--- src/rtl/if_fetch_stage_if.sv ---
// Bundle between the fetch stage, the instruction ROM and the hazard/EX logic.
// master = fetch stage, slave = the surrounding pipeline and ROM.
interface if_fetch_stage_if #(
  parameter int ADDR_WIDTH = 7,
  parameter int DATA_WIDTH = 32
);
  logic                  stall;
  logic                  redirect_valid;
  logic [31:0]           redirect_pc;
  logic [ADDR_WIDTH-1:0] imem_addr;
  logic [DATA_WIDTH-1:0] imem_data;
  logic [31:0]           pc;
  logic [31:0]           if_id_pc;
  logic [DATA_WIDTH-1:0] if_id_instr;
  logic                  if_id_valid;
  logic                  halted;
  logic [31:0]           fetch_count;

  modport master (
    input  stall, redirect_valid, redirect_pc, imem_data,
    output imem_addr, pc, if_id_pc, if_id_instr, if_id_valid, halted, fetch_count
  );

  modport slave (
    output stall, redirect_valid, redirect_pc, imem_data,
    input  imem_addr, pc, if_id_pc, if_id_instr, if_id_valid, halted, fetch_count
  );
endinterface

--- src/rtl/if_fetch_stage.sv ---
// Instruction-fetch stage: owns the PC, addresses the combinational ROM and
// fills the IF/ID register; handles stall, EX redirect and EBREAK halt.
//
// state  | meaning
// BOOT   | one cycle after reset, PC held, bubble issued
// RUN    | normal fetch, honours redirect > stall > fetch
// HALTED | EBREAK issued, bubbles until a redirect arrives
module if_fetch_stage #(
  parameter int          ADDR_WIDTH = 7,
  parameter int          DATA_WIDTH = 32,
  parameter logic [31:0] RESET_PC   = 32'h0000_0000
) (
  input  logic              clk_i,
  input  logic              rst_i,
  if_fetch_stage_if.master  fetch_io
);

  localparam logic [DATA_WIDTH-1:0] NOP    = DATA_WIDTH'(32'h0000_0013);
  localparam logic [DATA_WIDTH-1:0] EBREAK = DATA_WIDTH'(32'h0010_0073);

  typedef enum logic [1:0] {
    BOOT   = 2'd0,
    RUN    = 2'd1,
    HALTED = 2'd2
  } state_e;

  state_e                state_q, state_d;
  logic [31:0]           pc_q, pc_d;
  logic [31:0]           if_id_pc_q, if_id_pc_d;
  logic [DATA_WIDTH-1:0] if_id_instr_q, if_id_instr_d;
  logic                  if_id_valid_q, if_id_valid_d;
  logic [31:0]           fetch_count_q, fetch_count_d;
  logic                  bubble;

  always_ff @(posedge clk_i) begin
    if (rst_i) begin
      state_q       <= BOOT;
      pc_q          <= RESET_PC;
      if_id_pc_q    <= '0;
      if_id_instr_q <= NOP;
      if_id_valid_q <= 1'b0;
      fetch_count_q <= '0;
    end else begin
      state_q       <= state_d;
      pc_q          <= pc_d;
      if_id_pc_q    <= if_id_pc_d;
      if_id_instr_q <= if_id_instr_d;
      if_id_valid_q <= if_id_valid_d;
      fetch_count_q <= fetch_count_d;
    end
  end

  always_comb begin
    state_d       = state_q;
    pc_d          = pc_q;
    if_id_pc_d    = if_id_pc_q;
    if_id_instr_d = if_id_instr_q;
    if_id_valid_d = if_id_valid_q;
    fetch_count_d = fetch_count_q;
    bubble        = 1'b0;

    unique case (state_q)
      BOOT: begin
        state_d = RUN;
        bubble  = 1'b1;
      end
      RUN: begin
        if (fetch_io.redirect_valid) begin
          pc_d   = fetch_io.redirect_pc & ~32'h3;
          bubble = 1'b1;
        end else if (!fetch_io.stall) begin
          if_id_instr_d = fetch_io.imem_data;
          if_id_pc_d    = pc_q;
          if_id_valid_d = 1'b1;
          fetch_count_d = fetch_count_q + 32'd1;
          // EBREAK is issued but the PC parks on it
          if (fetch_io.imem_data == EBREAK) state_d = HALTED;
          else                              pc_d    = pc_q + 32'd4;
        end
      end
      HALTED: begin
        bubble = 1'b1;
        if (fetch_io.redirect_valid) begin
          state_d = RUN;
          pc_d    = fetch_io.redirect_pc & ~32'h3;
        end
      end
      default: begin
        state_d = BOOT;
        bubble  = 1'b1;
      end
    endcase

    if (bubble) begin
      if_id_pc_d    = '0;
      if_id_instr_d = NOP;
      if_id_valid_d = 1'b0;
    end
  end

  assign fetch_io.imem_addr   = pc_q[ADDR_WIDTH+1:2];
  assign fetch_io.pc          = pc_q;
  assign fetch_io.if_id_pc    = if_id_pc_q;
  assign fetch_io.if_id_instr = if_id_instr_q;
  assign fetch_io.if_id_valid = if_id_valid_q;
  assign fetch_io.halted      = (state_q == HALTED);
  assign fetch_io.fetch_count = fetch_count_q;

endmodule

--- src/flat_wrapper.sv ---
// flat-port wrapper written by rule: the top's interface ports become plain ports
module if_fetch_stage_flat 
#(
  parameter int          ADDR_WIDTH = 7,
  parameter int          DATA_WIDTH = 32,
  parameter logic [31:0] RESET_PC   = 32'h0000_0000
)
  (clk_i, rst_i, fetch_io_stall, fetch_io_redirect_valid, fetch_io_redirect_pc, fetch_io_imem_data, fetch_io_imem_addr, fetch_io_pc, fetch_io_if_id_pc, fetch_io_if_id_instr, fetch_io_if_id_valid, fetch_io_halted, fetch_io_fetch_count);
  if_fetch_stage_if #(.ADDR_WIDTH(ADDR_WIDTH), .DATA_WIDTH(DATA_WIDTH)) fetch_io_i ();
  input  logic clk_i;
  input  logic rst_i;
  input wire logic [$bits(fetch_io_i.stall)-1:0] fetch_io_stall;
  input wire logic [$bits(fetch_io_i.redirect_valid)-1:0] fetch_io_redirect_valid;
  input wire logic [$bits(fetch_io_i.redirect_pc)-1:0] fetch_io_redirect_pc;
  input wire logic [$bits(fetch_io_i.imem_data)-1:0] fetch_io_imem_data;
  output wire logic [$bits(fetch_io_i.imem_addr)-1:0] fetch_io_imem_addr;
  output wire logic [$bits(fetch_io_i.pc)-1:0] fetch_io_pc;
  output wire logic [$bits(fetch_io_i.if_id_pc)-1:0] fetch_io_if_id_pc;
  output wire logic [$bits(fetch_io_i.if_id_instr)-1:0] fetch_io_if_id_instr;
  output wire logic [$bits(fetch_io_i.if_id_valid)-1:0] fetch_io_if_id_valid;
  output wire logic [$bits(fetch_io_i.halted)-1:0] fetch_io_halted;
  output wire logic [$bits(fetch_io_i.fetch_count)-1:0] fetch_io_fetch_count;
  assign fetch_io_i.stall = fetch_io_stall;
  assign fetch_io_i.redirect_valid = fetch_io_redirect_valid;
  assign fetch_io_i.redirect_pc = fetch_io_redirect_pc;
  assign fetch_io_i.imem_data = fetch_io_imem_data;
  assign fetch_io_imem_addr = fetch_io_i.imem_addr;
  assign fetch_io_pc = fetch_io_i.pc;
  assign fetch_io_if_id_pc = fetch_io_i.if_id_pc;
  assign fetch_io_if_id_instr = fetch_io_i.if_id_instr;
  assign fetch_io_if_id_valid = fetch_io_i.if_id_valid;
  assign fetch_io_halted = fetch_io_i.halted;
  assign fetch_io_fetch_count = fetch_io_i.fetch_count;
  if_fetch_stage #(.ADDR_WIDTH(ADDR_WIDTH), .DATA_WIDTH(DATA_WIDTH), .RESET_PC(RESET_PC)) u_core (.clk_i(clk_i), .rst_i(rst_i), .fetch_io(fetch_io_i));
endmodule
--- config.mk ---
export PLATFORM = sky130hd
export DESIGN_NAME = if_fetch_stage_flat
export DESIGN_NICKNAME = d
export VERILOG_FILES = /design/src/rtl/if_fetch_stage_if.sv /design/src/rtl/if_fetch_stage.sv /design/src/flat_wrapper.sv
export SDC_FILE = /design/constraint.sdc
export NUM_CORES = 1
export LEC_CHECK = 0
export CORE_MARGIN = 4
export CORE_UTILIZATION = 40
export CTS_CLUSTER_SIZE = 24
export DETAILED_ROUTE_END_ITERATION = 6
export GPL_TIMING_DRIVEN = 1
export MAX_ROUTING_LAYER = met4
export PLACE_DENSITY = 0.71
export SETUP_SLACK_MARGIN = 0.4
export SYNTH_ARGS = -nofsm -noshare
export SYNTH_HDL_FRONTEND = slang
export SYNTH_SLANG_ARGS = --single-unit
--- constraint.sdc ---
create_clock -name clk_i -period 2.67 [get_ports clk_i]
set_clock_uncertainty 0.2 [all_clocks]
set_input_delay 0.267 -clock clk_i [delete_from_list [all_inputs] [get_ports clk_i]]
set_output_delay 0.267 -clock clk_i [all_outputs]
set_load 0.02 [all_outputs]
; ---- Yosys cells after proc, flatten, opt, wreduce, memory -nomap -nowiden
; Index checks and enable logic that the tools add are counted.
[classes]
div_mod_pow = 0
n_shift = 0
bitwise = 2
n_lt_le_gt_ge = 0
n_eq_ne = 9
mux = 12
n_reduce_logical = 6
n_addsub = 2
multipliers = 0
[ops]
columns = cell, n
row1 = $mux W32, 4
row2 = $pmux W32 S2, 1
row3 = $add A32 B1 Y32 const B, 1
row4 = $add A32 B3 Y32 const B, 1
row5 = $eq A32 B21 Y1 const B, 1
row6 = $mux W2, 4
row7 = $reduce_and A4 Y1, 2
row8 = $ne A2 B2 Y1 const B, 3
row9 = $ne A3 B3 Y1 const B, 2
row10 = $pmux W2 S3, 1
row11 = $reduce_and A3 Y1, 1
row12 = $eq A2 B1 Y1 const B, 1
row13 = $eq A2 B2 Y1 const B, 1
row14 = $logic_not A2 Y1, 1
row15 = $mux W1, 2
row16 = $ne A2 B1 Y1 const B, 1
row17 = $not A1 Y1, 2
row18 = $reduce_bool A2 Y1, 1
row19 = $reduce_or A2 Y1, 1
[word_totals]
word_cells = 37
ff_bits = 131
latch_bits = 0
mem_bits_ro = 0
mem_bits_rw = 0
output_inout_bits = 137
memories = 0

; ---- Longest topological paths before layout
; Gate-level depths: netlist of the first run.
[depth]
ltp_word = 5
mapped_depth = 8

; ---- Worst setup path after synthesis of the first run
; OpenSTA, ideal clock, no wires.
[synth_timing]
path_kind = register -> register
startpoint = reg u_core.fetch_count_q[7] (netlist: u_core.fetch_io.fetch_count[7])
endpoint = reg u_core.fetch_count_q[24] (netlist: u_core.fetch_io.fetch_count[24])
slack_ns = 0.261
arrival_ns = 2.139
stages_incl_launch_ff = 7
path_buffers = 1
path_cell_list = dfxtp_1 nand4_2 or3_1 or4b_1 buf_2 or3_1 a21oi_1
[synth_between]
elab_chain_len = 1
[synth_lines]
columns = element, line
row1 = "start, declared", if_fetch_stage.sv:32  ; logic [31:0] fetch_count_q, fetch_count_d;
row2 = "start signal, assigned", if_fetch_stage.sv:49  ; fetch_count_q <= fetch_count_d;
row3 = $add A32 B1 Y32, if_fetch_stage.sv:75  ; fetch_count_d = fetch_count_q + 32'd1;
; No other way between the ends.
; A chain may end at the register's enable or synchronous reset.

; ---- Worst setup path after layout of the first run
[layout_timing]
startpoint = reg u_core.state_q[1]
endpoint = reg u_core.fetch_count_q[24] (netlist: u_core.fetch_io.fetch_count[24])
[layout_between]
elab_chain_len = 2
[layout_lines]
columns = element, line
row1 = "start, declared", if_fetch_stage.sv:27  ; state_e state_q, state_d;
row2 = "start signal, assigned", if_fetch_stage.sv:44  ; state_q <= state_d;
row3 = $eq A2 B1 Y1, if_fetch_stage.sv:62  ; unique case (state_q)
row4 = $reduce_and A3 Y1 (no line), n/a
; No other way between the ends.

==> results of run 1 <==
[registers in the layout, summed over array words and instances, names as in the netlist]
name,count
u_core.fetch_io.if_id_valid,1
u_core.fetch_io.if_id_pc,30
u_core.state_q,2
u_core.fetch_io.pc,30
u_core.fetch_io.fetch_count,32
u_core.fetch_io.if_id_instr,32
[power groups by stage]
stage | registers, mW | clock network (mW) | logic [mW]
finish | 2.31 | 2.22 | 2.34
CTS | 2.30 | 2.27 | 2.29
floorplan | 2.52 | 0 | 1.05
global placement | 2.33 | 0 | 2.25
global route | 2.34 | 2.35 | 2.52
detailed placement | 2.33 | 0 | 2.26
[worst reg2reg max path: cells and delay by family (launching register included)]
family                     cells  cell delay, ns
and+or+nand+nor                4            1.40
DFF                            1            0.33
adders and majority gates      1            0.12
AOI/OAI and AO/OA              1            0.12
buffers and inverters          1            0.07
[worst max path at each step]
| stage | start | to | slack (ns) | cells past startpoint |
|---|---|---|---|---|
| 2_1_floorplan | u_core.state_q[1] | u_core.fetch_io.fetch_count[24] | 0.33 | 8 |
| 3_3_place_gp | fetch_io_imem_data[15] | u_core.state_q[0] | 0.07 | 6 |
| 3_5_place_dp | fetch_io_imem_data[15] | u_core.state_q[0] | 0.01 | 6 |
| 4_1_cts | u_core.state_q[1] | u_core.fetch_io.fetch_count[24] | 0.36 | 7 |
| 5_1_grt | u_core.state_q[1] | u_core.fetch_io.fetch_count[24] | 0.32 | 7 |
| 6_report | u_core.state_q[1] | u_core.fetch_io.fetch_count[24] | 0.39 | 7 |
[logic make-up after synthesis]
group	Yosys count	share of synthesized area [%]
compound gates	131	14.3
xor+xnor	24	3.43
fa+ha+maj	5	1.02
buf+inv	78	5.50
flops	127	41.5
mux	61	9.99
other cells	1	0.0613
simple gates	296	24.2
[layer usage]
metal | up-vias | track usage [%] | wire length (µm)
li1 | 3055 | - | -
met1 | 2994 | 29.4 | 8690
met2 | 295 | 36.1 | 9400
met3 | 32 | 6.35 | 1540
met4 | 0 | 6.71 | 374
met5 | - | - | 0
[layout by cell type, fill, tap and decap left out, drive strengths merged, types with 6 or more instances in the layout]
cell type / count
xnor2: 16
buf: 60
o21ai: 17
nor3: 22
clkdlybuf4s50: 194
and4: 7
nand3: 31
a221oi: 6
nor4: 25
a21oi: 49
xor2: 8
nor2: 102
o32ai: 23
mux2i: 60
nand2: 48
inv: 18
clkbuf: 24
a31oi: 7
dfxtp: 127
nand4: 17
or3: 6
and3: 8
[per-stage QoR]
step                total power [mW]  hold WS, ns
floorplan                       3.57        0.211
global placement                4.58        0.232
detailed placement              4.59        0.237
CTS                             6.85       0.0863
global route                    7.21       0.0938
finish                          6.87        0.113
[cell type report]
cell class / count / share of cell area, %
clock buffer: 23 / 5.29
timing repair buffer: 256 / 26.1
clock inverter: 9 / 0.908
tap: 184 / 2.49
multi-input combinational: 521 / 36.6
sequential: 127 / 27.7
inverter: 20 / 0.854
[repair_timing]
action,in CTS,in global routing
setup endpoints to repair,24,45
setup buffers,6,8
pin swaps,1,9
hold buffers,0,0
gates resized for setup,6,26
==> flow_summary.yaml, run 1 <==
power:
  swShare_pct: 34.9
  seq_power_share_pct: 33.6
  ir_drop_mv: 0.540
  pwr-share-comb_pct: 34.1
  leakage_nw: 3.34
  p_switching_mw: 2.40
  power.internal_mw: 4.47
  pwr-share-clk_pct: 32.3
  p_per_area_mw_per_mm2: 745
layout:
  area_growth_pct: 50.8
  nets: 1016
  diodes: 0
  fin_util_pct: 62.6
  fill_cells: 1283
  seq_area_mm2: 0.00255
  multi_input_area_mm2: 0.00338
  drive_above_1_share_pct: 13.7
  postLayoutCellArea_mm2: 0.00923
  finalNonFillerCells: 1140
timing:
  rsz0062_at_grt: "yes"
  finalSetupTns_ns: 0
  relSlewSlack_pct: 43.0
  drv_slew: 0
  worst_pin_slew_ns: 0.855
  finalHoldViolCount: 0
  postLayoutSetupSlackWorst_ns: 0.388
  setup_viol: 0
  period_needed_ns: 2.28
  fmaxAchievable_ghz: 0.438
  fin_crit_sh_pct: 85.5
yosys:
  ys_types: 54
  syn_inst: 723
  ys_seq_elements: 127
  yosys_most_used_dff: "dfxtp_1"
  synth-edff-count: 0
  synth_top_cell_area_share_pct: 41.5
  avgSynthCellArea_um2: 8.47
  synthTopCellsByCount: "dfxtp_1, nor2_1, mux2i_1, a21oi_1, nand2_1"
  synth_largest_area_cell: "dfxtp_1"
  ys_async_sr_fraction_pct: 0
  synthTopCellsByArea: "dfxtp_1, mux2i_1, nor2_1"
  synth_most_common_cell: "dfxtp_1"
  synth_warnings: 0
  seq_area_frac_synth_pct: 41.5
  syn_area_mm2: 0.00612
drt:
  drt_first_iter_violations: 573
  vias: 6376
  drc_errors: 0
  wire_per_inst_um: 17.5
  via_per_inst: 5.59
  ant_nets: 0
  dr.pass1.iters: 5
  finalWirelength_mm: 20.0
setup_path:
  cp-end-kind: "flip-flop"
  worst_path_largest_cell_delay_ns: 0.51
  crit_fanout: 3
  rr_startpoint: "u_core.state_q[1]"
  worstReg2RegEnd: "u_core.fetch_io.fetch_count[24]"
  slowest_stage: "or4b_4"
  setup.worst_path.start_class: "flip-flop"
  path_delay_family: "simple AND/OR/NAND/NOR gates"
  arrival_ns: 2.43
  worstPathRequired_ns: 2.82
  crit_path_cell_trace: "inv_2 -> ha_4 -> or3b_4 -> nor3_2 -> or4b_4 -> or3_4 -> a21oi_2"
  critPathKind: "flip-flop to flip-flop"
  reg2reg_depth: 7
  critPathBufInv: 1
  r2r_setup_slack_ns: 0.39
floorplanning:
  pin_count: 205
  dieHeight_um: 132
  start_util_pct: 41.5
  rows: 44
  dieArea_mm2: 0.0173
  core_area_mm2: 0.0148
  die_x_um: 132
outcome:
  status: "finished clean"
global_route:
  grt_pass1_vias: 6118
  antenna_found_initial: 0
  grt_pass1_wl_mm: 32.1
  track_usage_pct: 23.1
  grt.overflow.total: 0
  grt_max_degree: 54
cts:
  clock_latency_ns: 0.41
  cts_max_path_buffers: 2
  htreeDepth: 4
  cts_root_buf: "clkbuf_16"
  clock_sinks: 127
  path_clk_slew_ns: 0.06
  cts_tree: "built"
  cts_made_buffers: 17
placed_design:
  port_buffers: 198
  dpl_cell_area_mm2: 0.00845
  hpwl_mm: 14.0
  dp.cells: 1094
  gp_congestion: 0.916
  post-place-ws_ns: 0.0114
hold_path:
  hold-path-endpoint: "u_core.fetch_io.pc[8]"
  hold_path.class: "primary input to flip-flop"
  hp-start: "rst_i"
  hold_depth: 2
flow_run:
  max-cap-violations: 0
No activity file was read; power rests on OpenSTA's default activity.
==> run 2, diff against run 1 <==
- SKIP_CTS_REPAIR_TIMING: default -> 1
==> flow_summary.yaml, run 2 (same netlist as run 1, synthesis figures left out) <==
drt:
  finalWirelength_mm: 19.9
  dr.pass1.iters: 6
  wire_per_inst_um: 17.5
  vias: 6368
  ant_nets: 0
  drt_first_iter_violations: 539
  drc_errors: 0
  via_per_inst: 5.60
floorplanning:
  dieArea_mm2: 0.0173
  dieHeight_um: 132
  core_area_mm2: 0.0148
  start_util_pct: 41.5
  die_x_um: 132
  rows: 44
  pin_count: 205
cts:
  cts_made_buffers: 17
  cts_tree: "built"
  cts_max_path_buffers: 2
  htreeDepth: 4
  clock_latency_ns: 0.41
  cts_root_buf: "clkbuf_16"
  path_clk_slew_ns: 0.06
  clock_sinks: 127
hold_path:
  hold_path.class: "primary input to flip-flop"
  hold_depth: 4
global_route:
  grt_pass1_wl_mm: 32.0
  grt_max_degree: 54
  track_usage_pct: 23.0
  antenna_found_initial: 0
  grt.overflow.total: 0
  grt_pass1_vias: 6094
timing:
  worst_pin_slew_ns: 0.853
  finalSetupTns_ns: 0
  finalHoldViolCount: 0
  relSlewSlack_pct: 43.1
  fin_crit_sh_pct: 87.3
  period_needed_ns: 2.33
  drv_slew: 0
  rsz0062_at_grt: "yes"
  setup_viol: 0
  fmaxAchievable_ghz: 0.429
  postLayoutSetupSlackWorst_ns: 0.338
power:
  swShare_pct: 34.8
  p_per_area_mw_per_mm2: 748
  p_switching_mw: 2.39
  pwr-share-comb_pct: 34.2
  seq_power_share_pct: 33.6
  power.internal_mw: 4.48
  leakage_nw: 3.33
  ir_drop_mv: 0.540
  pwr-share-clk_pct: 32.2
setup_path:
  critPathKind: "flip-flop to flip-flop"
  setup.worst_path.start_class: "flip-flop"
  crit_fanout: 6
  arrival_ns: 2.48
  cp-end-kind: "flip-flop"
  reg2reg_depth: 7
  worstPathRequired_ns: 2.82
placed_design:
  hpwl_mm: 14.0
  port_buffers: 198
  post-place-ws_ns: 0.0114
  gp_congestion: 0.916
layout:
  diodes: 0
  nets: 1013
  drive_above_1_share_pct: 13.1
  mostFrequentLayoutCell: "clkdlybuf4s50_1"
  final_cell_mix: "clkdlybuf4s50_1, dfxtp_1, nor2_1"
  area_growth_pct: 50.1
flow_run:
  max-cap-violations: 0
outcome:
  status: "finished clean"
## run 2: cell types whose count changed in the layout (fill, tap and decap cells not counted), sizes merged
| cell | delta |
|---|---|
| buf | -3 |
| dlygate4sd2 | -1 |
| dlymetal6s2s | +1 |
## run 2: per-stage QoR
step	power, mW	area (µm²)	hold WS (ns)	instances	util, %
after global placement	4.58	8450	0.232	1094	57.3
after global routing	7.21	9190	0.0883	1137	62.3
after detailed placement	4.59	8450	0.237	1094	57.3
after floorplan	3.57	6170	0.211	726	-
after CTS	6.84	9020	0.0803	1126	61.2
final	6.87	9190	0.0925	1137	62.3
## run 2: path summary, 6_finish.rpt
check	from	end	slack [ns]
setup / recovery	u_core.state_q[1]	u_core.fetch_io.fetch_count[24]	0.34
hold / removal	fetch_io_stall	u_core.fetch_io.fetch_count[1]	0.09
setup reg to reg	u_core.state_q[1]	u_core.fetch_io.fetch_count[24]	0.34
hold reg to reg	u_core.fetch_io.if_id_valid	u_core.fetch_io.if_id_valid	0.24
## run 2: area by class of cell
type | count | area [µm²]
clock buffer | 23 | 488
fill | 1288 | 5560
sequential | 127 | 2550
tap | 184 | 230
clock inverter | 9 | 83.8
inverter | 20 | 78.8
timing repair buffer | 253 | 2400
multi-input combinational | 521 | 3360
## run 2: power groups by stage
stage / logic, mW / registers, mW / clock network, mW
after floorplan: 1.05 / 2.52 / 0
after global placement: 2.25 / 2.33 / 0
final: 2.35 / 2.31 / 2.22
after global routing: 2.52 / 2.33 / 2.35
after CTS: 2.28 / 2.29 / 2.27
after detailed placement: 2.26 / 2.33 / 0
## run 2: routing by layer
layer / wire, µm / track usage [%]
met1: 8680 / 29.2
met2: 9380 / 36.3
met3: 1560 / 6.19
met4: 284 / 6.13
met5: 0 / -
## run 2: critical path, cell delays in order, from the launching register on
cell and delay (ns):
dfxtp_2 0.32, inv_2 0.07, ha_4 0.16, or3b_4 0.41, nor3_2 0.10, or4b_4 0.52
or3_4 0.35, a21oi_2 0.12
==> run 3, diff against run 2 <==
- CTS_CLUSTER_SIZE: 24 -> 40
- GPL_ROUTABILITY_DRIVEN: default -> 0
==> results of run 3 <==
The final DEF is identical to that of run 2; final timing and power are the same.
